### config.mk
export PLATFORM = sky130hd
export DESIGN_NAME = ex_mem_wb_pipe
export DESIGN_NICKNAME = d
export VERILOG_FILES = /design/src/rtl/ex_mem_wb_pipe_pkg.sv /design/src/rtl/ex_mem_wb_pipe_dmem_access_fsm.sv /design/src/rtl/ex_mem_wb_pipe.sv
export SDC_FILE = /design/constraint.sdc
export NUM_CORES = 1
export LEC_CHECK = 0
export BUFFER_PORTS_ARGS = -buffer_cell sky130_fd_sc_hd__buf_2
export CAP_MARGIN = 20
export CORE_ASPECT_RATIO = 1.5
export CORE_UTILIZATION = 48
export DETAILED_ROUTE_END_ITERATION = 10
export GPL_TIMING_DRIVEN = 0
export PLACE_DENSITY = 0.9
export SYNTH_ARGS = -nofsm -noshare
export SYNTH_HDL_FRONTEND = slang
export SYNTH_SLANG_ARGS = --single-unit
export TNS_END_PERCENT = 50
### constraint.sdc
create_clock -name clk_i -period 2.9 [get_ports clk_i]
set_clock_uncertainty 0.05 [all_clocks]
set_input_delay 0.58 -clock clk_i [delete_from_list [all_inputs] [get_ports clk_i]]
set_output_delay 0.58 -clock clk_i [all_outputs]
set_load 0.01 [all_outputs]
### src/rtl/ex_mem_wb_pipe_pkg.sv
// ex_mem_wb_pipe_pkg: shared width default and dmem access FSM state encoding
package ex_mem_wb_pipe_pkg;
    localparam int DEF_DATA_W = 32;
    typedef enum logic {IDLE = 1'b0, WAIT = 1'b1} mem_state_e;
endpackage

### src/rtl/ex_mem_wb_pipe_dmem_access_fsm.sv
// dmem_access_fsm: dmem wait-state tracking with bounded wait, abort and sticky error flag
module dmem_access_fsm
    import ex_mem_wb_pipe_pkg::*;
#(
    parameter int WAIT_LIMIT = 16
) (
    input  logic clk_i,
    input  logic rst_i,
    input  logic mem_acc_i,
    input  logic ready_i,
    output logic abort_o,
    output logic err_o
);
    localparam int CW = $clog2(WAIT_LIMIT + 1);
    mem_state_e state;
    logic [CW-1:0] cnt;
    logic first_wait;
    assign first_wait = mem_acc_i && !ready_i;
    assign abort_o = (state == WAIT) && (cnt >= CW'(WAIT_LIMIT - 1)) && !ready_i;
    // cnt holds the number of cycles already spent waiting, so the stalled IDLE cycle counts as the first
    always_ff @(posedge clk_i) begin
        if (rst_i) begin
            state <= IDLE;
            cnt   <= '0;
            err_o <= 1'b0;
        end else begin
            if (abort_o) err_o <= 1'b1;
            if (state == IDLE) begin
                state <= first_wait ? WAIT : IDLE;
                cnt   <= first_wait ? CW'(1) : '0;
            end else if (ready_i || abort_o) begin
                state <= IDLE;
                cnt   <= '0;
            end else begin
                cnt <= cnt + 1'b1;
            end
        end
    end
endmodule

### src/rtl/ex_mem_wb_pipe.sv
// ex_mem_wb_pipe: EX/MEM and MEM/WB pipeline registers with stalling dmem access engine
module ex_mem_wb_pipe
    import ex_mem_wb_pipe_pkg::*;
#(
    parameter int DATA_W     = DEF_DATA_W,
    parameter int WAIT_LIMIT = 16
) (
    input  logic              clk_i,
    input  logic              rst_i,
    input  logic              ex_valid_i,
    input  logic              ex_RegWrite_i,
    input  logic              ex_MemtoReg_i,
    input  logic              ex_MemRead_i,
    input  logic              ex_MemWrite_i,
    input  logic [4:0]        ex_Rd_i,
    input  logic [DATA_W-1:0] ex_alu_i,
    input  logic [DATA_W-1:0] ex_store_i,
    output logic              dmem_req_o,
    output logic              dmem_we_o,
    output logic [DATA_W-1:0] dmem_addr_o,
    output logic [DATA_W-1:0] dmem_wdata_o,
    input  logic [DATA_W-1:0] dmem_rdata_i,
    input  logic              dmem_ready_i,
    output logic              mem_stall_o,
    output logic              MEM_RegWrite_o,
    output logic [4:0]        MEM_Rd_o,
    output logic [DATA_W-1:0] MEM_alu_o,
    output logic              WB_RegWrite_o,
    output logic [4:0]        WB_Rd_o,
    output logic [DATA_W-1:0] WB_data_o,
    output logic              dmem_err_o
);
    logic              em_valid, em_regwrite, em_memtoreg, em_memread, em_memwrite;
    logic [4:0]        em_rd;
    logic [DATA_W-1:0] em_alu, em_store;
    logic              wb_valid, wb_regwrite, wb_memtoreg;
    logic [4:0]        wb_rd;
    logic [DATA_W-1:0] wb_alu, wb_load;
    logic              mem_acc, abort;

    assign mem_acc        = em_valid && (em_memread || em_memwrite);
    assign mem_stall_o    = mem_acc && !dmem_ready_i && !abort;
    assign dmem_req_o     = mem_acc;
    assign dmem_we_o      = mem_acc && em_memwrite;
    assign dmem_addr_o    = em_alu;
    assign dmem_wdata_o   = em_store;
    assign MEM_RegWrite_o = em_valid && em_regwrite;
    assign MEM_Rd_o       = em_rd;
    assign MEM_alu_o      = em_alu;
    assign WB_RegWrite_o  = wb_valid && wb_regwrite;
    assign WB_Rd_o        = wb_rd;
    assign WB_data_o      = wb_memtoreg ? wb_load : wb_alu;

    dmem_access_fsm #(.WAIT_LIMIT(WAIT_LIMIT)) u_fsm (
        .clk_i    (clk_i),
        .rst_i    (rst_i),
        .mem_acc_i(mem_acc),
        .ready_i  (dmem_ready_i),
        .abort_o  (abort),
        .err_o    (dmem_err_o)
    );

    // both stages freeze together so the WB forward path stays valid for the held EX instruction
    always_ff @(posedge clk_i) begin
        if (rst_i) begin
            {em_valid, em_regwrite, em_memtoreg, em_memread, em_memwrite} <= '0;
            em_rd    <= '0;
            em_alu   <= '0;
            em_store <= '0;
            {wb_valid, wb_regwrite, wb_memtoreg} <= '0;
            wb_rd    <= '0;
            wb_alu   <= '0;
            wb_load  <= '0;
        end else if (!mem_stall_o) begin
            em_valid    <= ex_valid_i;
            em_regwrite <= ex_RegWrite_i;
            em_memtoreg <= ex_MemtoReg_i;
            em_memread  <= ex_MemRead_i;
            em_memwrite <= ex_MemWrite_i;
            em_rd       <= ex_Rd_i;
            em_alu      <= ex_alu_i;
            em_store    <= ex_store_i;
            wb_valid    <= em_valid;
            wb_regwrite <= em_regwrite;
            wb_memtoreg <= em_memtoreg;
            wb_rd       <= em_rd;
            wb_alu      <= em_alu;
            wb_load     <= (mem_acc && dmem_ready_i) ? dmem_rdata_i : '0;
        end
    end
endmodule

After elaboration in Yosys (flattened, before gate mapping):

Cells that the tools add are included.
W data, S select, Z words.

* $add $sub $neg: 1
* magnitude comparators: 1
* mux-type cells: 8
* reduce and logical (&&, ||, !) cells: 13

Operator list (number)
* $mux W32: 2
* $mux W5: 2
* $logic_and A1 B1 Y1: 9
* $add A5 B1 Y5 const B: 1
* $ge A5 B4 Y1 const B: 1
* $mux W1: 4
* $logic_not A1 Y1: 2
* $logic_or A1 B1 Y1: 2

* register bits: 153
* input port bits: 109
* output and inout port bits: 144
* word-level logic and storage cells: 40

Logic depth before layout (Yosys ltp):

Gate-level depths: netlist of the first run.

* depth after elaboration: 6
* gate-level depth with buffers: 10
* mapped depth without buffers: 7

By module:

A second synthesis of the first run with hierarchy kept.

* cell total of the unflattened synthesis: 630
* area, all modules: 6826.5 µm²

By module, submodules not included
* ex_mem_wb_pipe: instances 1, cells each 597, area an instance 6512.5 µm², sequential area each 2922.8 µm²
* dmem_access_fsm: instances 1, cells each 33, area an instance 314.1 µm², sequential area each 140.1 µm²

Worst setup path before layout of the first run:

OpenSTA, ideal clock, no wires.

* path type: flip-flop to output port
* from: reg u_fsm.cnt[0]
* to: out mem_stall_o
* arrival time: 1.841 ns
* path slack: 0.429 ns
* cell stages (with the launch flop): 10
* path buffers: 3
* cell sequence: dfxtp_1 -> ha_1 -> and3_1 -> ha_1 -> o21a_1 -> a2111o_1 -> buf_4 -> clkinv_2 -> buf_12 -> buf_6

* cells in the longest elaborated chain, start to end: 5

Ends and longest elaborated chain
* from (decl): RTL line ex_mem_wb_pipe_dmem_access_fsm.sv:16 `logic [CW-1:0] cnt;`
* from (signal assigned): RTL line ex_mem_wb_pipe_dmem_access_fsm.sv:30 `cnt <= first_wait ? CW'(1) : '0;`
* from (signal assigned): RTL line ex_mem_wb_pipe_dmem_access_fsm.sv:35 `cnt <= cnt + 1'b1;`
* $ge A5 B4 Y1: RTL line ex_mem_wb_pipe_dmem_access_fsm.sv:19 `assign abort_o = (state == WAIT) && (cnt >= CW'(WAIT_LIMIT - 1)) && !ready_i;`
* $logic_and A1 B1 Y1 (2 in a row): RTL line ex_mem_wb_pipe_dmem_access_fsm.sv:19
* $logic_not A1 Y1: RTL line ex_mem_wb_pipe.sv:42 `assign mem_stall_o = mem_acc && !dmem_ready_i && !abort;`
* $logic_and A1 B1 Y1: RTL line ex_mem_wb_pipe.sv:42
* to (decl): RTL line ex_mem_wb_pipe.sv:24 `output logic mem_stall_o,`

No other way between the ends.

Worst setup path after layout of the first run:

Ends and elaborated chain as after synthesis.

==> flow_metrics.tcl, run 1 <==
set metrics [dict create \
    timing.hold.worst_path_depth 2 \
    drt_wl_total_mm 17.3 \
    average_wire_length_per_cell_after_detail_routing_um 16.2 \
    finalHoldViolations 0 \
    floorplan.die.width_um 95.6 \
    cts_hold_buf 0 \
    io_pins 253 \
    place.detailed.hpwl_mm 12.9 \
    final-setup-viol-count 0 \
    final_common_cell "sky130_fd_sc_hd__buf_2" \
    area_share_of_the_largest_cell_type_after_synthesis 0.486 \
    sequential_share_of_power 0.456 \
    power.density_mw_per_mm2 593 \
    run_status "complete, no violations" \
    synth_fp_nets 739 \
    netlist_instances 628 \
    finalWorstSetupSlack_ps 65.2 \
    cts_made_buffers 17 \
    r2r_start "u_fsm.cnt[0]$_SDFF_PP0_" \
    design.die.area_mm2 0.0136 \
    r2r_slack_ps 310 \
    min_path_type "primary input to register" \
    path_class "register to output port" \
    mostFrequentLayoutCells "sky130_fd_sc_hd__buf_2 (257), sky130_fd_sc_hd__nand2_1 (185), sky130_fd_sc_hd__dfxtp_1 (152)" \
    antenna_found_initial 0 \
    cts_root_buf "sky130_fd_sc_hd__clkbuf_16" \
    net-switching-power_uw 1250 \
    post_synth_instance_area_mm2 0.00631 \
    p_int_uw 3710 \
    layout-area-overhead-vs-synth_pct 32.4 \
    yosys_warnings 0 \
    drtIter0Drc 130 \
    cts_num_sinks 153 \
    synth.distinct_cells 32 \
    grt_util_all_layers 0.257 \
    tritoncts "yes" \
    seq_area_frac_synth 0.486 \
    ant_nets 0 \
    timing.hold.ws_ps 327 \
    synthDominantAreaCellType "sky130_fd_sc_hd__dfxtp_1" \
    detailroute.via_count 5435 \
    p_comb_frac 0.115 \
    grt_start_max_net_pins 19 \
    crit_path_start "u_fsm.cnt[0]$_SDFF_PP0_" \
    weighted_congestion_at_the_end_of_routability_driven_global_placement 0.813 \
    clock_latency_ps 400 \
    worst-r2r-cell-count 11 \
    netlist_top_cells_area "sky130_fd_sc_hd__dfxtp_1 (49%), sky130_fd_sc_hd__mux2i_1 (18%), sky130_fd_sc_hd__nand2_1 (11%)" \
    dpl-instance-area_mm2 0.00776 \
    worst_slew_margin_rel 0.516 \
    fillers 1037 \
    via_per_inst 5.08 \
    ir_worst_vdd_v 0.000430 \
    sw_frac_of_total 0.252 \
    placement_rows 50 \
    cts.reportedPaths.clkPinSlew_ps 70 \
    critPathRequiredTime_ps 2270 \
    clkPwrFrac 0.429 \
    final_design_area_no_fill_mm2 0.00836 \
    cts_buffer_depth 2 \
    final_layout_size_suffix_gt1_frac 0.404 \
    timing_worst_slew_pin_value_ps 720 \
    crit_path_start_kind "register" \
    crit_path_end "mem_stall_o" \
    die_h_um 142 \
    endpoint_kind "output port" \
    fp.coreArea_mm2 0.0126 \
    initial_core_util 0.499 \
    finalPower_uw 4960 \
    synth.ff_latch_count 153 \
    arrival_worst_endpoint_ps 2200 \
    grt_pass1_vias 5682 \
    syn-mean-instance-area_um2 10.0 \
    drc 0 \
    fin_setup_tns_ps 0 \
    layout_min_cycle_time_ps 2830 \
    final_nets 1011 \
    htreeDepth 4 \
    final-max-slew-violation-count 0 \
    drt_pass1_iterations 4 \
    r2r_end "wb_alu[27]$_SDFFE_PP0N_" \
    global_route.overflow_total 0 \
    max_clock_freq_ghz 0.353 \
    maxCapViolations 0 \
    period_share 0.978 \
    critical_path_peak_fanout 4 \
    placement.setup.worst_slack_ps 101 \
    io_port_bufs 252 \
    num_antenna_cells 0 \
    rsz_0062_raised_after_global_routing "no" \
    grt_first_pass_wirelength_mm 26.6 \
    power.static_leakage_uw 0.00407 \
]
## registers in the layout, summed over array words and instances, names as in the netlist
| name | count |
|---|---|
| u_fsm.state | 1 |
| wb_regwrite | 1 |
| WB_Rd_o | 5 |
| em_memtoreg | 1 |
| dmem_wdata_o | 32 |
| em_memread | 1 |
| u_fsm.err_o | 1 |
| wb_alu | 32 |
| wb_load | 32 |
| wb_memtoreg | 1 |
| wb_valid | 1 |
| MEM_alu_o | 32 |
| u_fsm.cnt | 5 |
| em_valid | 1 |
| MEM_Rd_o | 5 |
| em_memwrite | 1 |
| em_regwrite | 1 |
## cell usage after synthesis
cell                         n
sky130_fd_sc_hd__a2111o_1    1
sky130_fd_sc_hd__a21oi_1     1
sky130_fd_sc_hd__a32o_1     32
sky130_fd_sc_hd__and2_1      3
sky130_fd_sc_hd__and3_1      3
sky130_fd_sc_hd__and4_4      1
sky130_fd_sc_hd__buf_12      2
sky130_fd_sc_hd__buf_2       5
sky130_fd_sc_hd__buf_4      33
sky130_fd_sc_hd__buf_6       8
sky130_fd_sc_hd__clkbuf_1   31
sky130_fd_sc_hd__clkinv_1    1
sky130_fd_sc_hd__clkinv_2    1
sky130_fd_sc_hd__dfxtp_1   153
sky130_fd_sc_hd__ha_1        2
sky130_fd_sc_hd__inv_1       5
sky130_fd_sc_hd__mux2_2     32
sky130_fd_sc_hd__mux2i_1   112
sky130_fd_sc_hd__nand2_1   185
sky130_fd_sc_hd__nand3_1     1
sky130_fd_sc_hd__nor2_1      3
sky130_fd_sc_hd__nor3_1      1
sky130_fd_sc_hd__nor4_1      1
sky130_fd_sc_hd__o211a_1     1
sky130_fd_sc_hd__o21a_1      2
sky130_fd_sc_hd__o21ai_1     1
sky130_fd_sc_hd__o22ai_1     2
sky130_fd_sc_hd__o311ai_0    1
sky130_fd_sc_hd__or3b_1      1
sky130_fd_sc_hd__or4_1       1
sky130_fd_sc_hd__xnor2_1     1
sky130_fd_sc_hd__xor2_1      1
## stage by stage
step / cells / util
5_1_grt: 1069 / 0.661
2_1_floorplan: 628 / -
3_3_place_gp: 1036 / 0.614
6_report: 1069 / 0.661
4_1_cts: 1069 / 0.661
3_5_place_dp: 1036 / 0.614
## worst min-delay path by stage
stage / from / end / slack (ps)
floorplan: wb_regwrite$_SDFFE_PP0N_ / wb_regwrite$_SDFFE_PP0N_ / 380
global placement: u_fsm.err_o$_SDFFE_PP0P_ / u_fsm.err_o$_SDFFE_PP0P_ / 380
detailed placement: WB_Rd_o[0]$_SDFFE_PP0N_ / WB_Rd_o[0]$_SDFFE_PP0N_ / 400
CTS: dmem_rdata_i[21] / wb_load[21]$_SDFFE_PP0N_ / 320
global route: dmem_rdata_i[21] / wb_load[21]$_SDFFE_PP0N_ / 320
finish: dmem_rdata_i[9] / wb_load[9]$_SDFFE_PP0N_ / 330
## per-layer routing
layer,up-vias,routed length [um],part of all wire,GRT usage
li1,2651,-,-,-
met4,0,358,0.021,0.102
met1,2559,6550,0.38,0.265
met2,197,9560,0.55,0.488
met5,-,0,0,0
met3,28,862,0.050,0.0529
## logic make-up after synthesis
group                    synth area share
AND/OR/NAND/NOR                     0.125
multiplexers                        0.235
buffers and inverters              0.0867
flip-flops                          0.486
XOR/XNOR                          0.00278
adder cells (fa/ha/maj)           0.00397
AO/OA/AOI/OAI                      0.0615
## power by group through the flow
stage | registers (uW) | logic [uW] | clock network (uW)
after floorplan | 2320 | 289 | 0
after global placement | 2300 | 558 | 0
after detailed placement | 2300 | 573 | 0
after CTS | 2260 | 578 | 2150
after global routing | 2270 | 625 | 2250
final | 2260 | 572 | 2130
## worst max-delay path, stage by stage (launching register included)
cell and delay (ps):
sky130_fd_sc_hd__dfxtp_2 340, sky130_fd_sc_hd__ha_2 190, sky130_fd_sc_hd__and3_1 190, sky130_fd_sc_hd__ha_2 190, sky130_fd_sc_hd__o21a_1 170, sky130_fd_sc_hd__a2111o_1 310, sky130_fd_sc_hd__buf_8 140, sky130_fd_sc_hd__clkinv_2 60
sky130_fd_sc_hd__buf_12 100, sky130_fd_sc_hd__buf_2 120
## repair_timing
action / 4_1_cts / 5_1_grt
buffers inserted: 2 / 0
gates resized for setup: 3 / 2
setup endpoints to repair: 1 / 1
## final cells by class
type / count / area (um2) / area share
sequential: 153 / 3060 / 0.367
multi-input combinational: 389 / 2700 / 0.324
clock buffer: 20 / 457 / 0.0547
inverter: 7 / 27.5 / 0.00329
timing repair buffer: 254 / 1280 / 0.153
buffer: 78 / 515 / 0.0617
tap: 156 / 195 / 0.0234
clock inverter: 12 / 116 / 0.0139
No activity file was read; power rests on OpenSTA's default activity.
==> inputs of run 2 (changes only) <==
--- a/config.mk
+++ b/config.mk
@@ -6,12 +6,14 @@
 export NUM_CORES = 1
 export LEC_CHECK = 0
 export BUFFER_PORTS_ARGS = -buffer_cell sky130_fd_sc_hd__buf_2
-export CAP_MARGIN = 20
+export CAP_MARGIN = 0
+export CELL_PAD_IN_SITES_DETAIL_PLACEMENT = 1
+export CELL_PAD_IN_SITES_GLOBAL_PLACEMENT = 1
 export CORE_ASPECT_RATIO = 1.5
-export CORE_UTILIZATION = 48
+export CORE_UTILIZATION = 36
 export DETAILED_ROUTE_END_ITERATION = 10
 export GPL_TIMING_DRIVEN = 0
-export PLACE_DENSITY = 0.9
+export PLACE_DENSITY = 0.91
 export SYNTH_ARGS = -nofsm -noshare
 export SYNTH_HDL_FRONTEND = slang
 export SYNTH_SLANG_ARGS = --single-unit
==> run 2 against run 1 <==
  * Final area is 1.8% higher
  * Wire length increased by 19%
  * Count of clock-buffer cells in the layout shrank 3
  * Critical path depth unchanged
  * Total power rose by 4.7%
  * Combinational power grew 2%
  * Maximum frequency is 0.67% higher
  * Highest routed layer unchanged
  * Flip-flop and latch count unchanged
  * Worst setup slack better by 19 ps
  * Non-clock buffer count grew 2
  * Cell count rose by 5.2%
  * Sequential power about the same
  * Critical path type unchanged
==> flow_metrics.tcl, run 2 (synthesis gave the netlist of run 1 again) <==
set metrics [dict create \
    run_status "complete, no violations" \
    global_route.overflow_total 0 \
    detailroute.via_count 5616 \
    num_antenna_cells 0 \
    tritoncts "yes" \
    via_per_inst 4.99 \
    final_common_cell "sky130_fd_sc_hd__buf_2" \
    cp_num_buf_inv 4 \
    htreeDepth 4 \
    die_h_um 164 \
    mostFrequentLayoutCells "sky130_fd_sc_hd__buf_2 (256), sky130_fd_sc_hd__nand2_1 (185), sky130_fd_sc_hd__dfxtp_1 (151)" \
    final_core_util 0.501 \
    power.density_mw_per_mm2 610 \
    cts_made_buffers 17 \
    path_class "register to output port" \
    fp.coreArea_mm2 0.0170 \
    grt_pass1_vias 6260 \
    critPathRequiredTime_ps 2270 \
    drt_pass1_iterations 4 \
    timing.hold.ws_ps 310 \
    power.static_leakage_uw 0.00412 \
    final_nets 1013 \
    grt_start_max_net_pins 19 \
    finalHoldViolations 0 \
    cts_num_sinks 153 \
    arrival_worst_endpoint_ps 2190 \
    antenna_found_initial 0 \
    fin_cells 1125 \
    drt_wl_total_mm 20.5 \
    layout_min_cycle_time_ps 2820 \
    max_clock_freq_ghz 0.355 \
    io_port_bufs 252 \
    average_wire_length_per_cell_after_detail_routing_um 18.3 \
    grt_first_pass_wirelength_mm 31.4 \
    final_layout_size_suffix_gt1_frac 0.408 \
    design.die.area_mm2 0.0181 \
    critical-path-slowest-cell "sky130_fd_sc_hd__dfxtp_2" \
    final-setup-viol-count 0 \
    drtIter0Drc 157 \
    crit_family "compound AO/OA/AOI/OAI gates" \
    crit_path_start_kind "register" \
    io_pins 253 \
    dpl-instance-area_mm2 0.00783 \
    cts.reportedPaths.clkPinSlew_ps 60 \
    grt_util_all_layers 0.235 \
    final_design_area_no_fill_mm2 0.00850 \
    maxCapViolations 0 \
    clock_latency_ps 430 \
    critPathMostFrequentCell "sky130_fd_sc_hd__buf_12" \
    cts_hold_buf 0 \
    initial_core_util 0.372 \
    endpoint_kind "output port" \
    timing_worst_slew_pin_value_ps 871 \
    cts_root_buf "sky130_fd_sc_hd__clkbuf_16" \
    place.detailed.hpwl_mm 15.4 \
    weighted_congestion_at_the_end_of_routability_driven_global_placement 0.771 \
    layout-area-overhead-vs-synth_pct 34.8 \
    worstPathCellList "ha_4 -> and3_1 -> ha_2 -> o21a_1 -> a2111o_1 -> buf_12 -> clkinv_2 -> buf_12 -> buf_6" \
    slowest_delay_ps 340 \
    placement_rows 58 \
    critical_path_peak_fanout 3 \
    cts_buffer_depth 2 \
    numPlacedInstances 1090 \
    period_share 0.971 \
    min_path_type "primary input to register" \
    rsz_0062_raised_after_global_routing "no" \
    fin_setup_tns_ps 0 \
    worst_slew_margin_rel 0.415 \
    floorplan.die.width_um 110 \
    ant_nets 0 \
    final-max-slew-violation-count 0 \
    drc 0 \
    ir_worst_vdd_v 0.000343 \
]
-- run 2: changes by cell type in the layout (fill, tap and decap cells not counted), sizes merged --
| cell | delta |
|---|---|
| bufinv | +2 |
| clkbuf | -3 |
| buf | +2 |
| inv | +3 |
| clkinvlp | -2 |
-- run 2: worst reg2reg max path, stage by stage, from the launching register on --
cell and delay [ps]:
sky130_fd_sc_hd__dfxtp_2 340, sky130_fd_sc_hd__ha_4 160, sky130_fd_sc_hd__and3_1 180, sky130_fd_sc_hd__ha_2 180, sky130_fd_sc_hd__o21a_1 160, sky130_fd_sc_hd__a2111o_1 330, sky130_fd_sc_hd__buf_12 150, sky130_fd_sc_hd__clkinv_2 60
sky130_fd_sc_hd__buf_12 110, sky130_fd_sc_hd__buf_4 330, sky130_fd_sc_hd__buf_6 240, sky130_fd_sc_hd__mux2i_1 270
-- run 2: cell type report --
class	count	area (um2)
Sequential cell	153	3070
Fill cell	2022	8480
Clock inverter	15	190
Timing Repair Buffer	256	1300
Clock buffer	17	425
Multi-Input combinational cell	389	2710
Buffer	78	520
Tap cell	210	263
Inverter	7	27.5
-- run 2: power by group --
group / internal, uW / switching [uW]
Sequential: 2200 / 61.4
Clock: 1370 / 970
Combinational: 272 / 313
-- run 2: through the flow --
stage	setup WS, ps	total power (uW)
6_report	84.0	5190
3_3_place_gp	112	2870
2_1_floorplan	429	2610
3_5_place_dp	77.1	2890
5_1_grt	5.19	5390
4_1_cts	6.51	5240
-- run 2: path summary, 6_finish.rpt --
path,startpoint,to,slack [ps],depth (start not counted)
setup / recovery,u_fsm.cnt[1]$_SDFF_PP0_,mem_stall_o,80,9
hold / removal,dmem_rdata_i[10],wb_load[10]$_SDFFE_PP0N_,310,2
setup reg to reg,u_fsm.cnt[1]$_SDFF_PP0_,wb_alu[2]$_SDFFE_PP0N_,260,11
hold reg to reg,wb_alu[26]$_SDFFE_PP0N_,wb_alu[26]$_SDFFE_PP0N_,410,2
-- run 2: metal layers --
layer / up-vias / part of all wire / GRT usage
li1: 2661 / - / -
met2: 199 / 0.55 / 0.452
met4: 0 / 0.036 / 0.118
met3: 51 / 0.060 / 0.0714
met1: 2705 / 0.35 / 0.215
met5: - / 0 / 0
-- run 2: timing repair --
action,CTS,global route
endpoints found under the setup margin,1,1
buffers inserted,4,0
gates resized for setup,8,1
pin swaps,2,1
